`config.mk`:
```
export PLATFORM = sky130hd
export DESIGN_NAME = sat_counter
export DESIGN_NICKNAME = d
export VERILOG_FILES = /design/src/rtl/sat_counter.sv
export SDC_FILE = /design/constraint.sdc
export NUM_CORES = 1
export LEC_CHECK = 0
export CORE_MARGIN = 10
export CORE_UTILIZATION = 35
export CTS_BUF_LIST = sky130_fd_sc_hd__clkbuf_4
export DETAILED_ROUTE_END_ITERATION = 16
export GPL_TIMING_DRIVEN = 0
export PLACE_DENSITY_LB_ADDON = 0.05
export SKIP_LAST_GASP = 1
export SLEW_MARGIN = 0
export SYNTH_ARGS = -nofsm -noshare
export SYNTH_HDL_FRONTEND = slang
export SYNTH_SLANG_ARGS = --single-unit
export TNS_END_PERCENT = 50
```
`constraint.sdc`:
```
create_clock -name clk_i -period 1.8 [get_ports clk_i]
set_clock_uncertainty 0.05 [all_clocks]
set_input_delay 0.45 -clock clk_i [delete_from_list [all_inputs] [get_ports clk_i]]
set_output_delay 0.45 -clock clk_i [all_outputs]
set_load 0.03 [all_outputs]
```
`src/rtl/sat_counter.sv`:
```
// Saturating up-counter; a clear wins over a coincident increment.
module sat_counter #(
    parameter int W = 16
) (
    input  logic         clk_i,
    input  logic         rst_ni,
    input  logic         inc_i,
    input  logic         clr_i,
    output logic [W-1:0] count_o
);

    logic [W-1:0] count_reg;
    logic [W-1:0] count_next;

    always_comb begin
        count_next = count_reg;
        if (clr_i) begin
            count_next = '0;
        end else if (inc_i && (count_reg != {W{1'b1}})) begin
            count_next = count_reg + 1'b1;
        end
    end

    always_ff @(posedge clk_i) begin
        if (!rst_ni) begin
            count_reg <= '0;
        end else begin
            count_reg <= count_next;
        end
    end

    assign count_o = count_reg;

endmodule

```
=== Yosys cells after proc, flatten, opt, wreduce, memory -nomap -nowiden ===
Cells that the tools add are included.

* Register bits after elaboration: 16
* Input bits: 4
* Output and inout bits: 16
* Word-level logic and storage cells: 6

* Add/subtract/negate cells: 1
* Equality and inequality tests: 1
* Bitwise operators: 1
* Reductions and logical operators: 2

{| class="wikitable"
|+ Operator list
! operator !! number
|-
| $add 16x1->16 const B || 1
|-
| $ne 16x16->1 const B || 1
|-
| $reduce_or 2->1 || 1
|-
| $logic_and 1x1->1 || 1
|-
| $not 1->1 || 1
|}

=== Logic depth before layout (Yosys ltp) ===
Gate-level depths: netlist (run 1).

* Depth in word-level cells: 2
* Mapped depth: 5
* Depth with buffers taken out: 5

=== Worst setup path before layout (run 1) ===
OpenSTA, ideal clock, no wires.

* Path kind: register to register
* Start point: register count_reg[0] (netlist: count_o[0])
* End point: register count_reg[14] (netlist: count_o[14])
* Setup time: 115 ps
* Arrival: 1630 ps
* Data required time: 1635 ps
* Path slack: 5 ps
* Stages on the path, launching flop included: 6
* Path buffers: 0
* Clock period less this slack: 1795 ps
* Cell sequence: dfxtp_1 ha_1 and4_2 o311ai_2 o31a_1 o21a_1

* Cells in the longest elaborated chain, start to end: 2
* Elaborated cells between the ends (all ways): 3
* Those cells by class: 1 x add/sub; 1 x eq/ne; 1 x reduce/logical

{| class="wikitable"
|+ Ends and longest elaborated chain
! item !! line !! source
|-
| start, declared || 12 || <nowiki>logic [W-1:0] count_reg;</nowiki>
|-
| start signal, assigned || 28 || <nowiki>count_reg <= count_next;</nowiki>
|-
| parallel branches: the longest is 2 deep, another holds $add 16x1->16 || -- ||
|}

Parallel ways; which one is timed is not known.
A chain may end at the register's enable or synchronous reset.

=== Final worst setup path (run 1) ===
* Start point: input port inc_i
* End point: register count_reg[9] (netlist: count_o[9])

* Cells in the longest elaborated chain, start to end: 1

{| class="wikitable"
|+ Ends and longest elaborated chain
! item !! line !! source
|-
| start, declared || 7 || <nowiki>input logic inc_i,</nowiki>
|-
| $logic_and 1x1->1 || 19 || <nowiki>end else if (inc_i && (count_reg != {W{1'b1}})) begin</nowiki>
|}

Every way passes these cells.

==> results of run 1 <==
-- area by class of cell --
| cell class | instances | share of cell area |
|---|---|---|
| clock buffers | 3 | 0.02018 |
| multi-input cells | 72 | 0.4776 |
| plain buffers | 1 | 0.003363 |
| well taps | 28 | 0.03139 |
| flip-flops and latches | 16 | 0.2870 |
| repair buffers | 19 | 0.1738 |
| inverters | 2 | 0.006726 |
-- power breakdown --
part	leakage, nW	switching [mW]	internal (mW)
combinational	0.403	0.0161	0.0145
sequential	0.129	0.00156	0.355
clock	0.0138	0.114	0.0779
total	0.546	0.132	0.448
-- timing repair --
action,CTS,global route
endpoints found under the hold margin,0,0
setup endpoints to repair,19,13
setup buffers,0,0
resized for setup,9,6
-- stage by stage --
| stage | cell area [µm²] | instances | total power [mW] | TNS [ps] | setup slack, ps |
|---|---|---|---|---|---|
| floorplan | 864.6 | 91 | 0.3813 | 0 | 5.199 |
| global placement | 1090 | 138 | 0.3962 | -2165 | -345.1 |
| detailed placement | 1090 | 138 | 0.3965 | -2320 | -375.9 |
| CTS | 1101 | 141 | 0.5878 | -874.5 | -131.6 |
| global route | 1116 | 141 | 0.6133 | -627.5 | -139.4 |
| finish | 1116 | 141 | 0.5794 | -220.4 | -70.64 |
-- worst max path at each step --
| stage | start | slack [ps] | end | cells after the start |
|---|---|---|---|---|
| after floorplan | count_o[0] | 5 | count_o[14] | 5 |
| after global placement | inc_i | -350 | count_o[9] | 5 |
| after detailed placement | inc_i | -380 | count_o[9] | 5 |
| after CTS | count_o[4] | -130 | count_o[4] | 1 |
| after global routing | count_o[1] | -140 | count_o[1] | 1 |
| final | inc_i | -70 | count_o[9] | 5 |
-- worst min-delay path, cell delays in order, from the launching register on --
cell and delay, ps:
dfxtp_1 350, o21ai_0 80, a21oi_1 60
-- cell families (layout without fill, tap and decap cells) --
group / after synthesis / count (layout) / synth area share
fa+ha+maj: 1 / 1 / 0.01447
compound gates: 22 / 22 / 0.2142
simple gates: 44 / 44 / 0.3358
flops: 16 / 16 / 0.3705
xor+xnor: 4 / 4 / 0.04053
mux: 1 / 1 / 0.01158
buf+inv: 3 / 25 / 0.01302
-- layer usage --
layer,part of all wire,routed length [µm],up-vias,track usage
li1,-,-,398,-
met1,0.46,954,358,0.1047
met2,0.45,953,20,0.1321
met3,0.067,140,5,0.03566
met4,0.023,48,0,0.04565
met5,0,0,-,0
-- placed cells by master, fill, tap and decap left out, types with 2 or more instances in the layout --
cell type / synthesis / layout
inv_1: 2 / 2
clkbuf_4: 0 / 3
o21ai_0: 4 / 4
dlygate4sd2_1: 0 / 9
dlymetal6s2s_1: 0 / 6
nand2b_1: 2 / 2
nand3_1: 4 / 4
and2_1: 3 / 3
or4_1: 2 / 2
and4_2: 2 / 2
o41ai_1: 2 / 2
nor4_1: 3 / 3
a21oi_1: 4 / 4
dfxtp_1: 16 / 16
nand4_4: 2 / 2
clkdlybuf4s50_1: 0 / 4
or3_1: 2 / 2
o31ai_1: 2 / 2
xor2_1: 3 / 3
nand4_1: 2 / 2
nand2_1: 5 / 5
nor2_1: 10 / 10
o311ai_0: 2 / 2
==> metrics.yaml, run 1 <==
drt:
  viasPerCell: 5.539
  ant_nets: 0
  drt-initial-drc-count: 27
  remaining_drc_errors: 0
  dr.pass1.iters: 5
  num_vias: 781
  wl_um: 2096
  wl_per_cell_um: 14.87
sta:
  finalSetupViolCount: 6
  hold-worst-slack_ps: 482.6
  setup_ws_ps: -70.64
  period_needed_ps: 1871
  tightest_slew_ps: 520.2
  fin_crit_sh: 1.039
  hold_viol_final: 0
  relSlewSlack: 0.6525
  max_freq_mhz: 534.6
  drv_slew: 0
  rsz0062_at_grt: "yes"
layout:
  multi_input_area_um2: 533.0
  area.growth.synth_to_final_pct: 29.09
  regArea_um2: 320.3
  fin_nets: 120
  largest_register_ffs: 16
  fill_cells: 228
  final_layout_size_suffix_gt1_frac: 0.09735
  fin_util: 0.4904
  diodes: 0
status:
  violations: "setup timing"
  status: "finished, violations left"
yosys:
  ys_async_sr_fraction: 0
  synth_seq_area_share: 0.3705
  yosysUniqueCellTypes: 38
  synth_area_per_cell_um2: 9.501
  ys_seq_elements: 16
  netlist.area_leader.share: 0.3705
  synth_commonest_cells: "dfxtp_1, nor2_1, nand2_1"
  synth_edf_count: 0
  yosys-top-cells-area: "dfxtp_1, nand4_4, nor2_1"
  synth-main-ff-cell: "dfxtp_1"
  yosysTopAreaCell: "dfxtp_1"
  yosysMostFrequentCell: "dfxtp_1"
  synth_nets: 96
  syn_inst: 91
  yosysWarnings: 0
  synth.cell_area_um2: 864.6
critical_path:
  crit_slowest_cell: "clkdlybuf4s50_1"
  crit_arrival_ps: 2040
  path_max_fanout: 9
  start_kind: "input pin"
  worstReg2RegStart: "count_o[0]"
  r2r_cells: 5
  critPathCaptureType: "flip-flop"
  rrSetupSlack_ps: 130
  crit_family: "simple AND/OR/NAND/NOR gates"
  required_ps: 1970
  timing.rr.end: "count_o[14]"
  critical_path.cell_chain: "clkdlybuf4s50_1, and4_2, nand3_4, or4_1, a21oi_1"
  critPathBufInv: 1
  critPathMaxStageDelay_ps: 530
  path_class: "input pin to flip-flop"
global_route:
  grt_pass1_wl_um: 3629
  gr-total-overflow: 0
  antenna_found_initial: 0
  grt_max_degree: 11
  grt_usage: 0.08818
  grt_pass1_vias: 731
hold_path:
  hp-start: "count_o[2]"
  min_to: "count_o[2]"
  worstHoldPathType: "flip-flop to flip-flop"
  hold-path-cell-count: 2
clock_network:
  clockBufferDepth: 2
  cts.sinks: 16
  clkTransAtPathRegs_ps: 90
  numCtsBuffers: 3
  cts.root.buffer_cell: "clkbuf_4"
  ctsHoldBuffers: 0
  insertion_delay_ps: 290
  htree_levels: 1
  cts_tree: "yes"
die:
  rows: 17
  core_um2: 2276
  initial_core_util: 0.3799
  dieArea_um2: 4858
  fp.dieH_um: 69.70
  fp.dieW_um: 69.70
  io_pins: 20
pwr:
  ir_worst_vdd_mv: 0.3389
  power_density_nw_per_um2: 519.2
  p_leak_nw: 0.5460
run:
  cap_violations: 0
placed_design:
  place.gp.congestion: 0.7207
  port_buffers: 19
  post-dp-hpwl_um: 1575
Power figures use the tool's default switching activity.
==> inputs of run 2 (changes only) <==
--- a/config.mk
+++ b/config.mk
@@ -9,7 +9,6 @@
 export CORE_UTILIZATION = 35
 export CTS_BUF_LIST = sky130_fd_sc_hd__clkbuf_4
 export DETAILED_ROUTE_END_ITERATION = 16
-export GPL_TIMING_DRIVEN = 0
 export PLACE_DENSITY_LB_ADDON = 0.05
 export SKIP_LAST_GASP = 1
 export SLEW_MARGIN = 0
==> run 2 against run 1 <==
Die area did not move. Critical endpoint is now count_o[7]. Worst setup slack got worse by 20 ps. Critical path depth fell by 4. Register-to-register slack improved by 90 ps. Utilization rose by 3.5 points. Global-route usage rose by 0.091 points. The run still ends with setup timing left. Non-clock buffer count rose by 10. Design area rose by 7.1%. Via count rose by 4.9%. Worst hold slack got worse by 5.2 ps. Maximum frequency fell by 1.0%.
==> metrics.yaml, run 2 (same netlist as run 1, synthesis figures left out) <==
status:
  status: "finished, violations left"
  violations: "setup timing"
run:
  cap_violations: 0
placed_design:
  dpl.cell_count: 148
  post-dp-hpwl_um: 1670
  port_buffers: 19
  place.gp.congestion: 0.7881
  placed_cell_area_um2: 1169
sta:
  tightest_slew_ps: 442.0
  rsz0062_at_grt: "yes"
  setup_ws_ps: -90.18
  hold_viol_final: 0
  relSlewSlack: 0.7037
  fin_crit_sh: 1.050
  period_needed_ps: 1890
  finalSetupViolCount: 3
  max_freq_mhz: 529.0
  drv_slew: 0
layout:
  regArea_um2: 320.3
  area.growth.synth_to_final_pct: 38.21
  fin_cells: 152
  final_cell_mix: "dfxtp_1, buf_4, nor2_1, dlygate4sd2_1, clkdlybuf4s50_1"
  fin_nets: 130
  diodes: 0
  largest_register_ffs: 16
  final_layout_size_suffix_gt1_frac: 0.1774
  multi_input_area_um2: 533.0
  layout_commonest_cell: "dfxtp_1"
  fill_cells: 218
  final_area_um2: 1195
critical_path:
  required_ps: 1300
  crit_arrival_ps: 1390
  path_class: "flip-flop to output pin"
  crit_family: "buffers and inverters"
  critical_path.cell_chain: "clkdlybuf4s50_1"
  critPathMaxStageDelay_ps: 700
  critPathBufInv: 1
  start_kind: "flip-flop"
  crit_slowest_cell: "clkdlybuf4s50_1"
  path_max_fanout: 5
  critPathCaptureType: "output pin"
clock_network:
  ctsResizeCount: 8
  htree_levels: 1
  clockBufferDepth: 2
  clkTransAtPathRegs_ps: 90
  ctsHoldBuffers: 0
  numCtsBuffers: 3
  insertion_delay_ps: 290
  cts.root.buffer_cell: "clkbuf_4"
  cts_tree: "yes"
  cts.sinks: 16
  postCtsSetupBuffers: 0
drt:
  viasPerCell: 5.388
  drt-initial-drc-count: 26
  wl_um: 2100
  remaining_drc_errors: 0
  dr.max_layer_used: "met4"
  wl_met2_um: 925
  wl_met1_um: 1000
  dr.pass1.iters: 4
  ant_nets: 0
  wl_met3_um: 134
  wl_per_cell_um: 13.82
  num_vias: 819
global_route:
  antenna_found_initial: 0
  grt_pass1_vias: 857
  grt_max_degree: 10
  grt_usage: 0.08909
  gr-total-overflow: 0
  grt_pass1_wl_um: 3670
die:
  fp.dieW_um: 69.70
  rows: 17
  fp.dieH_um: 69.70
  initial_core_util: 0.3799
  io_pins: 20
  core_um2: 2276
  dieArea_um2: 4858
pwr:
  power_density_nw_per_um2: 493.0
  ir_worst_vdd_mv: 0.3809
  p_leak_nw: 0.5568
hold_path:
  worstHoldPathType: "flip-flop to flip-flop"
run 2: stage by stage:
stage	setup TNS (ps)	hold slack [ps]	utilization	total power [mW]	worst slack [ps]
2_1_floorplan	0	583.5	-	0.3813	5.199
3_3_place_gp	-1256	463.4	0.5135	0.4003	-200.4
3_5_place_dp	-1340	469.6	0.5135	0.4007	-221.5
4_1_cts	-766.1	487.0	0.5206	0.5995	-143.5
5_1_grt	-493.1	522.2	0.5250	0.6174	-150.5
6_report	-228.7	477.4	0.5250	0.5891	-90.18
run 2: report_power, final:
part	internal, mW	total, mW	switching (mW)	leakage, nW
registers	0.355	0.357	0.00152	0.129
logic	0.0183	0.0352	0.0169	0.412
clock network	0.0807	0.197	0.116	0.0154
total	0.454	0.589	0.135	0.557
run 2: area by class of cell:
cell class,instances,share of cell area
Clock buffer,3,0.01885
Clock inverter,1,0.003141
Inverter,2,0.006283
Multi-Input combinational cell,72,0.4461
Sequential cell,16,0.2681
Tap cell,28,0.02932
Timing Repair Buffer,30,0.2283
run 2: worst paths after layout:
kind | endpoint | depth (start not counted) | slack (ps) | from
hold reg to reg | count_o[5] | 2 | 480 | count_o[5]
setup / recovery | count_o[7] | 1 | -90 | count_o[7]
hold / removal | count_o[5] | 2 | 480 | count_o[5]
setup reg to reg | count_o[14] | 5 | 220 | count_o[0]
run 2: metal layers:
layer  vias up  track usage
met5         -            0
met4         0      0.05000
met3         4      0.03281
met2        15       0.1411
met1       380       0.1001
li1        420            -
